$ cat config.mk
export PLATFORM = sky130hd
export DESIGN_NAME = gpio_arbiter
export DESIGN_NICKNAME = d
export VERILOG_FILES = /design/src/rtl/gpio_arbiter.sv
export SDC_FILE = /design/constraint.sdc
export NUM_CORES = 1
export LEC_CHECK = 0
export ABC_AREA = 0
export CAP_MARGIN = 20
export CORE_MARGIN = 2
export CORE_UTILIZATION = 39
export DETAILED_ROUTE_END_ITERATION = 10
export PLACE_DENSITY = 0.74
export SKIP_CTS_REPAIR_TIMING = 1
export SYNTH_ARGS = -nofsm -noshare
export SYNTH_HDL_FRONTEND = slang
export SYNTH_SLANG_ARGS = --single-unit
$ cat constraint.sdc
create_clock -name clk -period 1.6 [get_ports clk]
set_clock_uncertainty 0.1 [all_clocks]
set_input_delay 0.24 -clock clk [delete_from_list [all_inputs] [get_ports clk]]
set_output_delay 0.24 -clock clk [all_outputs]
set_load 0.005 [all_outputs]
$ cat src/rtl/gpio_arbiter.sv
// gpio_arbiter: round-robin exclusive owner of the shared GPIO pins, with an oe-low turnaround between owners.
// Define GPIO_ARB_TIMEOUT_EN to force a release after MAX_HOLD cycles while another requester waits.
module gpio_arbiter #(
    parameter int NR_GPIOS    = 3,
    parameter int NR_REQ      = 2,
    parameter int TURN_CYCLES = 1,
    parameter int MAX_HOLD    = 256
) (
    input  logic                       clk,
    input  logic                       reset,
    input  logic [NR_REQ-1:0]          req,
    input  logic [NR_REQ*NR_GPIOS-1:0] req_out,
    input  logic [NR_REQ*NR_GPIOS-1:0] req_oe,
    output logic [NR_REQ-1:0]          gnt,
    output logic                       busy,
    output logic [NR_GPIOS-1:0]        gpio_out,
    output logic [NR_GPIOS-1:0]        gpio_oe
);
    // state      | meaning
    // IDLE       | no owner, oe low, arbitrate on any req
    // GRANT      | owner drives the pins through one register stage
    // TURNAROUND | oe forced low for TURN_CYCLES before the next arbitration

    localparam int OW = (NR_REQ > 1) ? $clog2(NR_REQ) : 1;
    localparam int TW = (TURN_CYCLES > 1) ? $clog2(TURN_CYCLES) : 1;
    localparam logic [OW-1:0] LAST_REQ  = OW'(NR_REQ - 1);
    localparam logic [TW-1:0] TURN_LAST = TW'(TURN_CYCLES - 1);

    if (NR_REQ < 2 || NR_REQ > 8 || TURN_CYCLES < 1 || MAX_HOLD < 2) begin : g_param_check
        $error("gpio_arbiter: parameter out of range");
    end

    typedef enum logic [1:0] {
        IDLE       = 2'd0,
        GRANT      = 2'd1,
        TURNAROUND = 2'd2
    } state_t;

    state_t              state_q, state_d;
    logic [NR_REQ-1:0]   gnt_q, gnt_d;
    logic                busy_q, busy_d;
    logic [NR_GPIOS-1:0] out_q, out_d;
    logic [NR_GPIOS-1:0] oe_q, oe_d;
    logic [OW-1:0]       last_q, last_d;
    logic [TW-1:0]       turn_q, turn_d;
    logic [OW-1:0]       win;
    logic                win_valid;
    logic                owner_req;
    logic                release_now;

    // Later overwrites win, so the requester closest after last_q has highest priority.
    always_comb begin
        win       = last_q;
        win_valid = 1'b0;
        for (int k = NR_REQ; k >= 1; k--) begin
            if (req[(int'(last_q) + k) % NR_REQ]) begin
                win       = OW'((int'(last_q) + k) % NR_REQ);
                win_valid = 1'b1;
            end
        end
    end

    assign owner_req = req[last_q];

`ifdef GPIO_ARB_TIMEOUT_EN
    localparam int HW = (MAX_HOLD > 1) ? $clog2(MAX_HOLD) : 1;
    localparam logic [HW-1:0] HOLD_LAST = HW'(MAX_HOLD - 1);

    logic [HW-1:0] hold_q, hold_d;
    logic          others_waiting;

    assign others_waiting = |(req & ~gnt_q);
    assign release_now    = !owner_req || (hold_q == HOLD_LAST && others_waiting);

    always_comb begin
        hold_d = hold_q;
        if (state_d == GRANT && state_q != GRANT) begin
            hold_d = '0;
        end else if (state_q == GRANT && hold_q != HOLD_LAST) begin
            hold_d = hold_q + 1'b1;
        end
    end

    always_ff @(posedge clk) begin
        if (reset) hold_q <= '0;
        else       hold_q <= hold_d;
    end
`else
    assign release_now = !owner_req;
`endif

    always_comb begin
        state_d = state_q;
        gnt_d   = gnt_q;
        out_d   = out_q;
        oe_d    = oe_q;
        last_d  = last_q;
        turn_d  = turn_q;
        case (state_q)
            IDLE: begin
                oe_d = '0;
                if (win_valid) begin
                    state_d = GRANT;
                    gnt_d   = NR_REQ'(1) << win;
                    last_d  = win;
                end
            end
            GRANT: begin
                if (release_now) begin
                    state_d = TURNAROUND;
                    gnt_d   = '0;
                    oe_d    = '0;
                    turn_d  = '0;
                end else begin
                    out_d = req_out[int'(last_q)*NR_GPIOS +: NR_GPIOS];
                    oe_d  = req_oe[int'(last_q)*NR_GPIOS +: NR_GPIOS];
                end
            end
            TURNAROUND: begin
                oe_d  = '0;
                gnt_d = '0;
                if (turn_q == TURN_LAST) begin
                    if (win_valid) begin
                        state_d = GRANT;
                        gnt_d   = NR_REQ'(1) << win;
                        last_d  = win;
                    end else begin
                        state_d = IDLE;
                    end
                end else begin
                    turn_d = turn_q + 1'b1;
                end
            end
            default: begin
                state_d = IDLE;
                gnt_d   = '0;
                oe_d    = '0;
            end
        endcase
        busy_d = (state_d != IDLE);
    end

    always_ff @(posedge clk) begin
        if (reset) begin
            state_q <= IDLE;
            gnt_q   <= '0;
            busy_q  <= 1'b0;
            out_q   <= '0;
            oe_q    <= '0;
            last_q  <= LAST_REQ;
            turn_q  <= '0;
        end else begin
            state_q <= state_d;
            gnt_q   <= gnt_d;
            busy_q  <= busy_d;
            out_q   <= out_d;
            oe_q    <= oe_d;
            last_q  <= last_d;
            turn_q  <= turn_d;
        end
    end

    assign gnt      = gnt_q;
    assign busy     = busy_q;
    assign gpio_out = out_q;
    assign gpio_oe  = oe_q;

endmodule

==> impl_metrics.toml, run 1 <==
[drt]
routed_wirelength_um = 1240
drt_iter0_markers = 9
post_drt_wl_per_cell_um = 11.6
ant_nets = 0
vias_per_cell = 5.12
remaining_drc_errors = 0
drt_pre_antenna_iters = 4
vias = 548

[clock_network]
cts-htree-levels = 1
worstSkewPairLatency_ns = 0.27
cts_tree = "done"
clk_pin_slew_worst_paths_ns = 0.07
cts_inserted_buffers = 3
cts-root-to-sink-buffers = 2
cts_num_sinks = 12
cts.root.buffer_cell = "sky130_fd_sc_hd__clkbuf_4"

[synth]
post_synth_num_cell_types = 25
syn-cell-area_um2 = 566
yosys.area.top_type_share_pct = 42.5
postSynthRegisterBits = 12
syn_area_per_cell_um2 = 8.84
synthesized_netlist_net_count = 80
synth.largest_area_cell = "sky130_fd_sc_hd__dfxtp_1"
synth_top_cells_by_area = "sky130_fd_sc_hd__dfxtp_1 (42%), sky130_fd_sc_hd__mux2i_1 (11%), sky130_fd_sc_hd__nor2_1 (6.0%)"
post_synth_inst_count = 64
ys_warn_count = 0
synth-seq-area-share_pct = 42.5

[place]
port-buffer-count = 24
finalWeightedCongestion = 0.786
placement.setup.worst_slack_ns = 0.0542
place.detailed.hpwl_um = 1000

[sta]
max_transition_viols_final = 0
timing_worst_slew_pin_value_ns = 0.289
fin_hold_ws_ns = 0.399
finalCritPeriodShare_pct = 92.5
final_hold_violation_count = 0
post-route-worst-setup-slack_ns = 0.120
timing.final.setup_violations = 0
slew-limit-headroom_pct = 80.7
timing.setup.tns_ns = 0
layout_min_cycle_time_ns = 1.48
peak_freq_mhz = 676
grt_setup_unrepaired = "false"

[cells_and_area]
sequential_cell_area_um2 = 240
layout.filler_cells = 109
ratio_of_cells_with_drive_above_1_in_the_final_layout_pct = 10.9
insertedDiodeCount = 0
area.growth.synth_to_final_pct = 53.1
final_net_count = 109
multi_input_area_um2 = 293

[power]
power-per-cell-area_nw_per_um2 = 846
peakVddDrop_uv = 692
leakage_uw = 0.000367

[floorplanning]
placeableCoreArea_um2 = 1330
placement_rows = 13
die_h_um = 42.1
floorplan_die_width_um = 42.1
floorplan.io_pins = 25
initial_core_util_pct = 42.4
die_area_um2 = 1770

[worst_hold_path]
hold_path.class = "flop to flop"
worst_hold_depth = 2
hold_path_end = "gpio_out[1]"
hp-start = "gpio_out[1]"

[global_routing]
gr-total-overflow = 0
grt_antenna_before_repair = 0
grt_first_pass_wirelength_um = 1970
gr-usage-met1_pct = 16.8
use_met3_pct = 8.19
grt_max_degree = 13
use_met2_pct = 24.4
grt_most_used_layer = "met2"
grt_use_total_pct = 14.9
grt_pass1_vias = 476

[critical_path]
reg2reg_from = "state_q[0]"
critPathKind = "flop to output pin"
cell_by_cell_trace_of_the_critical_path = "clkdlybuf4s50_1"
crit_path_max_fo = 4
r2r_cells = 4
worstReg2RegEnd = "gnt[0]"
cp_data_arrival_time_ns = 1.14
worst_setup_path_end_kind = "output pin"
cp_num_buf_inv = 1
cpLargestDelayFamily = "buffers and inverters"
timing.critical_path.slowest_stage_cell = "sky130_fd_sc_hd__clkdlybuf4s50_1"
start_kind = "flop"
regToRegSetupSlack_ns = 0.26
crit_required_ns = 1.26
slowest_delay_ns = 0.51

[run_status]
status = "finished, final reports clean"

[job]
drv.max_cap_violation_count = 0
[report_power, final]
| group | switching, µW | internal, µW | total (µW) |
|---|---|---|---|
| clock network | 94.8 | 138 | 233 |
| registers | 16.1 | 320 | 336 |
| logic | 61.4 | 103 | 164 |
[cell type report]
| class | count | share of cell area, % |
|---|---|---|
| Multi-Input combinational cell | 46 | 33.8 |
| Tap cell | 15 | 2.17 |
| Timing Repair Buffer | 28 | 31.2 |
| Inverter | 2 | 0.867 |
| Sequential cell | 12 | 27.7 |
| Clock buffer | 4 | 4.19 |
[sequential cells by signal, indices dropped and copies added (netlist names)]
signal / flops
last_q: 1
state_q: 2
gpio_out: 3
busy: 1
gpio_oe: 3
gnt: 2
[how the worst max path moves through the flow]
stage          startpoint          end  cells after the start
2_1_floorplan      last_q  gpio_out[0]                      5
3_3_place_gp       req[1]  gpio_out[1]                      5
3_5_place_dp       req[0]  gpio_out[2]                      5
4_1_cts            gnt[0]       gnt[0]                      1
5_1_grt            gnt[0]       gnt[0]                      1
6_report           gnt[0]       gnt[0]                      1
[stage by stage]
step,power (µW),cell area [µm²],utilization [%],instances
global placement,505,830,62.2,103
global route,775,866,64.9,107
CTS,749,866,64.9,107
detailed placement,509,830,62.2,103
finish,733,866,64.9,107
floorplan,423,566,-,64
[kinds of logic after synthesis]
group           count (synthesis)  synth area share, %
buf+inv                         6                 5.75
flops                          12                 42.5
simple gates                   27                 25.2
compound gates                 12                 13.3
mux                             7                 13.3
[layout by cell type, fill, tap and decap left out]
cell	n
sky130_fd_sc_hd__o21ai_0	4
sky130_fd_sc_hd__nor2b_1	2
sky130_fd_sc_hd__or2_1	1
sky130_fd_sc_hd__clkbuf_8	1
sky130_fd_sc_hd__nor3_1	1
sky130_fd_sc_hd__a21o_1	1
sky130_fd_sc_hd__a21oi_1	1
sky130_fd_sc_hd__nor2_1	9
sky130_fd_sc_hd__nand3_1	1
sky130_fd_sc_hd__clkbuf_4	3
sky130_fd_sc_hd__dfxtp_1	12
sky130_fd_sc_hd__nand4_1	1
sky130_fd_sc_hd__buf_4	4
sky130_fd_sc_hd__inv_1	2
sky130_fd_sc_hd__nand2b_1	2
sky130_fd_sc_hd__clkdlybuf4s50_1	24
sky130_fd_sc_hd__a31oi_1	2
sky130_fd_sc_hd__o211ai_1	1
sky130_fd_sc_hd__mux2_4	1
sky130_fd_sc_hd__a211oi_1	3
sky130_fd_sc_hd__nor2b_4	1
sky130_fd_sc_hd__nand2_1	6
sky130_fd_sc_hd__nor4b_1	1
sky130_fd_sc_hd__nand3b_1	1
sky130_fd_sc_hd__nand4b_1	1
sky130_fd_sc_hd__mux2i_1	6
[synthesized netlist by cell type, drive strengths merged]
library cell	n
buf	3
a21o	1
nand3	1
dfxtp	12
nor3	1
clkbuf	1
mux2i	6
inv	2
o211ai	1
or2	1
a211oi	3
a21oi	1
nand4	1
mux2	1
nor4b	1
nor2	9
nand2b	2
o21ai	4
a31oi	2
nor2b	3
nand4b	1
nand2	6
nand3b	1
[routing by layer]
metal  routed length [µm]  vias up  share of wire, %
li1                     -      282                 -
met1                  545      248                44
met2                  609       16                49
met3                   75        2               6.0
met4                   14        0               1.1
met5                    0        -                 0
No activity file was read; power rests on OpenSTA's default activity.
==> run 2: changes to the inputs <==
--- a/config.mk
+++ b/config.mk
@@ -9,6 +9,7 @@
 export CAP_MARGIN = 20
 export CORE_MARGIN = 2
 export CORE_UTILIZATION = 39
+export CTS_CLUSTER_SIZE = 30
 export DETAILED_ROUTE_END_ITERATION = 10
 export PLACE_DENSITY = 0.74
 export SKIP_CTS_REPAIR_TIMING = 1
==> results of run 2 <==
Final layout, timing and power as in run 1 (identical DEF).
==> run 3: changes to the inputs <==
--- a/config.mk
+++ b/config.mk
@@ -7,11 +7,13 @@
 export LEC_CHECK = 0
 export ABC_AREA = 0
 export CAP_MARGIN = 20
-export CORE_MARGIN = 2
-export CORE_UTILIZATION = 39
+export CORE_AREA = 2 2 39 41
 export CTS_CLUSTER_SIZE = 30
 export DETAILED_ROUTE_END_ITERATION = 10
-export PLACE_DENSITY = 0.74
+export DIE_AREA = 0 0 41 43
+export DONT_BUFFER_PORTS = 1
+export HOLD_SLACK_MARGIN = 0.15
+export PLACE_DENSITY = 0.56
 export SKIP_CTS_REPAIR_TIMING = 1
 export SYNTH_ARGS = -nofsm -noshare
 export SYNTH_HDL_FRONTEND = slang
==> impl_metrics.toml, run 3 (synthesis gave the netlist of run 1 again) <==
[critical_path]
cpLargestDelayFamily = "buffers and inverters"
worst_setup_path_end_kind = "flop"
cp_num_buf_inv = 1
critPathKind = "primary input to flop"
crit_required_ns = 1.69
crit_path_max_fo = 6
slowest_delay_ns = 0.63
timing.critical_path.slowest_stage_cell = "sky130_fd_sc_hd__dlygate4sd3_1"
cell_by_cell_trace_of_the_critical_path = "dlygate4sd3_1 -> mux2_4 -> nor2b_4 -> nor2_1 -> a211oi_1"
start_kind = "primary input"
cp_data_arrival_time_ns = 1.52

[worst_hold_path]
hold_path.class = "primary input to flop"

[clock_network]
cts-htree-levels = 1
clk_pin_slew_worst_paths_ns = 0.07
cts-root-to-sink-buffers = 2
cts_tree = "done"
cts_num_sinks = 12
cts_inserted_buffers = 3
worstSkewPairLatency_ns = 0.27
cts.root.buffer_cell = "sky130_fd_sc_hd__clkbuf_4"

[cells_and_area]
stdcell_count = 95
ratio_of_cells_with_drive_above_1_in_the_final_layout_pct = 7.59
insertedDiodeCount = 0
final_net_count = 97
layout.cells.most_common_list = "sky130_fd_sc_hd__dlygate4sd3_1 (15), sky130_fd_sc_hd__dfxtp_1 (12), sky130_fd_sc_hd__nor2_1 (9)"
layout_commonest_cell = "sky130_fd_sc_hd__dlygate4sd3_1"
fin_area_um2 = 741
layout.filler_cells = 127
area.growth.synth_to_final_pct = 31.0

[drt]
post_drt_wl_per_cell_um = 12.7
drt_iter0_markers = 9
routed_wirelength_um = 1210
remaining_drc_errors = 0
drt_pre_antenna_iters = 5
vias_per_cell = 5.31
ant_nets = 0
vias = 504

[floorplanning]
placeableCoreArea_um2 = 1380
initial_core_util_pct = 40.9
placement_rows = 14
floorplan_die_width_um = 41
die_area_um2 = 1760
die_h_um = 43
floorplan.io_pins = 25

[place]
finalWeightedCongestion = 0.740
port-buffer-count = 0
place_inst = 77
placed_area_um2 = 568
place.detailed.hpwl_um = 729

[global_routing]
grt_antenna_before_repair = 0
grt_first_pass_wirelength_um = 1540
grt_max_degree = 12
grt_pass1_vias = 338
grt_use_total_pct = 14.6
gr-total-overflow = 0

[power]
power-per-cell-area_nw_per_um2 = 866
leakage_uw = 0.000318
totalPowerFinal_uw = 641
peakVddDrop_uv = 509

[sta]
fin_hold_ws_ns = 0.138
peak_freq_mhz = 702
layout_min_cycle_time_ns = 1.43
max_transition_viols_final = 0
grt_setup_unrepaired = "false"
finalCritPeriodShare_pct = 89.1
timing_worst_slew_pin_value_ns = 0.355
timing.final.setup_violations = 0
slew-limit-headroom_pct = 76.2
final_hold_violation_count = 0
timing.setup.tns_ns = 0

[job]
drv.max_cap_violation_count = 0

[run_status]
status = "finished, final reports clean"
[run 3: changes by cell type in the layout (fill, tap and decap cells not counted), sizes merged]
cell	delta
dlygate4sd3	+15
clkdlybuf4s50	-24
clkbuf	-1
buf	-3
[run 3: cell type report]
type                            instances  area, µm²  share of cell area [%]
Multi-Input combinational cell         46        293                    39.5
Sequential cell                        12        240                    32.4
Timing Repair Buffer                   16        158                    21.3
Clock buffer                            3       22.5                    3.04
Tap cell                               16       20.0                    2.70
Inverter                                2       7.51                    1.01
[run 3: through the flow]
step           utilization [%]  setup slack (ns)
3_3_place_gp              41.0             0.299
2_1_floorplan                -             0.396
6_report                  53.5             0.175
5_1_grt                   53.5             0.102
3_5_place_dp              41.0             0.351
4_1_cts                   42.7             0.325
[run 3: power breakdown]
part	switching (µW)	internal, µW
registers	20.1	320
logic	51.9	66.4
clock network	96.1	87.1
total	168	473
[run 3: worst paths after layout]
| path | to | start | slack (ns) | cells after the start |
|---|---|---|---|---|
| setup / recovery | gpio_out[1] | req[1] | 0.17 | 5 |
| hold / removal | gnt[1] | req[0] | 0.14 | 3 |
| setup reg to reg | gnt[0] | last_q | 0.32 | 4 |
| hold reg to reg | gpio_out[0] | gpio_out[0] | 0.42 | 2 |
[run 3: routing by layer]
metal / up-vias / track usage (%) / part of all wire, %
met5: - / 0 / 0
met4: 0 / 16.0 / 1.9
met3: 2 / 7.33 / 8.6
met2: 27 / 15.0 / 46
met1: 224 / 19.1 / 43
li1: 251 / - / -
[run 3: worst register-to-register path, cell delays in order, from the launching register on]
cell and delay, ns:
sky130_fd_sc_hd__dfxtp_1 0.35, sky130_fd_sc_hd__buf_4 0.20, sky130_fd_sc_hd__nor4b_1 0.29, sky130_fd_sc_hd__o21ai_0 0.11, sky130_fd_sc_hd__a31oi_1 0.16
==> RTL edit, RTL diff (config.mk and constraints of run 3) <==
The parameter `NR_GPIOS` goes from 3 to 2.
--- a/src/rtl/gpio_arbiter.sv
+++ b/src/rtl/gpio_arbiter.sv
@@ -1,7 +1,7 @@
 // gpio_arbiter: round-robin exclusive owner of the shared GPIO pins, with an oe-low turnaround between owners.
 // Define GPIO_ARB_TIMEOUT_EN to force a release after MAX_HOLD cycles while another requester waits.
 module gpio_arbiter #(
-    parameter int NR_GPIOS    = 3,
+    parameter int NR_GPIOS    = 2,
     parameter int NR_REQ      = 2,
     parameter int TURN_CYCLES = 1,
     parameter int MAX_HOLD    = 256
Interface: changed (resized gpio_oe, gpio_out, req_oe and req_out); port bits go from 25 to 19. The function was not compared with the original's and may differ.
==> RTL edit against run 3 <==
  * Worst setup slack worse by 78 ps
  * Via count decreased by 23%
  * Wire length shrank 21%
  * Sequential cell count decreased by 2
  * Synthesized area decreased by 16%
  * Critical path type unchanged
  * Synthesized cell count fell by 25%
  * Design area decreased by 22%
  * Total power is 13% lower
==> RTL edit: results (changes against run 3) <==
| Metric | Value |
|---|---|
| Met1 GRT Util | 17.5% (-1.6 points) |
| DRT iter0 DRCs | 1 (-8) |
| Mux cell area share after synthesis | 13.6% (+0.37 points) |
| FMAX | 666 MHz (-5.2%) |
| Worst slew pin tran | 378 ps (+22.9 ps) |
| Combinational group share of total power | 18.9% (+0.5 points) |
| Worst R2R Setup Slack | 300 ps (-20 ps) |
| Unique cell type count in the Yosys netlist | 23 (-8.0%) |
| Total global-route track usage | 14.0% (-0.58 points) |
| Status | complete, no violations |
| Pint | 0.000412 W (-13%) |
| IO Port Bufs | 0 (unchanged) |
| Vias in the first global route | 342 (+1.2%) |
| Metal-1 WL | 429 µm (-18%) |
| Commonest cells post-synth | 10 x dfxtp_1, 5 x mux2i_1, 4 x a21oi_1 |
| First-pass GRT wire length | 1560 µm (+1.4%) |
| Met3 WL post-DR | 69 µm (-34%) |
| Placement Cell Area | 484 µm² (-15%) |
| Seq. pwr | 0.000286 W (-16%) |
| Placed cell count | 62 (-19%) |
| DP Worst Slack | 322 ps (-28.9 ps) |
| Final Net Count | 70 (-28%) |
| Layout cells sized above 1 | 16.1% (+8.5 points) |
| Non-Filler Instances | 72 (-24%) |
| Via density | 5.36 (+1.1%) |
| Hold_ws | 167 ps (+29.0 ps) |
| Met2 Use GR | 16.6% (+1.6 points) |
| Crit path DAT | 1550 ps (+30 ps) |
| Post-Syn Area per Cell | 9.93 µm² (+12%) |
| First-pass detailed-route iteration total | 2 (-3) |
| Leak pwr | 0.238 nW (-25%) |
| Uppermost layer routed | met4 |
| Worst VDD drop | 0.000445 V (-13%) |
| Sequential fraction of the synthesis area | 42.0% (-0.48 points) |
| Ys async rst share | 0% (unchanged) |
| Wirelength per Cell | 13.3 µm (+4.7%) |
| GPL Wtd Cong | 0.659 (-11%) |
| Compound-Gate Fraction of Synth Area | 21.3% (+8.0 points) |
| Filler instances | 139 (+9.4%) |
[RTL edit: cell count changes after synthesis, moves of 2 or more]
cell	change
o21ai_0	-3
dfxtp_1	-2
a31oi_1	-2
nor3_1	+2
nand2_1	-3
a211oi_2	+2
a21oi_1	+3
nor3b_1	+2
nor2_1	-9
[RTL edit: area by class of cell]
class / count / share of cell area [%]
multi-input combinational: 33 / 43.2
clock buffer: 3 / 3.90
timing repair buffer: 8 / 13.4
tap: 16 / 3.47
sequential: 10 / 34.7
inverter: 2 / 1.30
[RTL edit: path summary, 6_finish.rpt]
path | to | cells past startpoint | startpoint
worst max-delay path | gnt[0]$_SDFFE_PP0P_ | 4 | req[0]
worst min-delay path | gpio_out[0]$_SDFFE_PP0N_ | 2 | req_out[0]
worst max register to register | gnt[0]$_SDFFE_PP0P_ | 3 | state_q[0]$_SDFF_PP0_
worst min register to register | gnt[1]$_SDFFE_PP0P_ | 2 | gnt[1]$_SDFFE_PP0P_
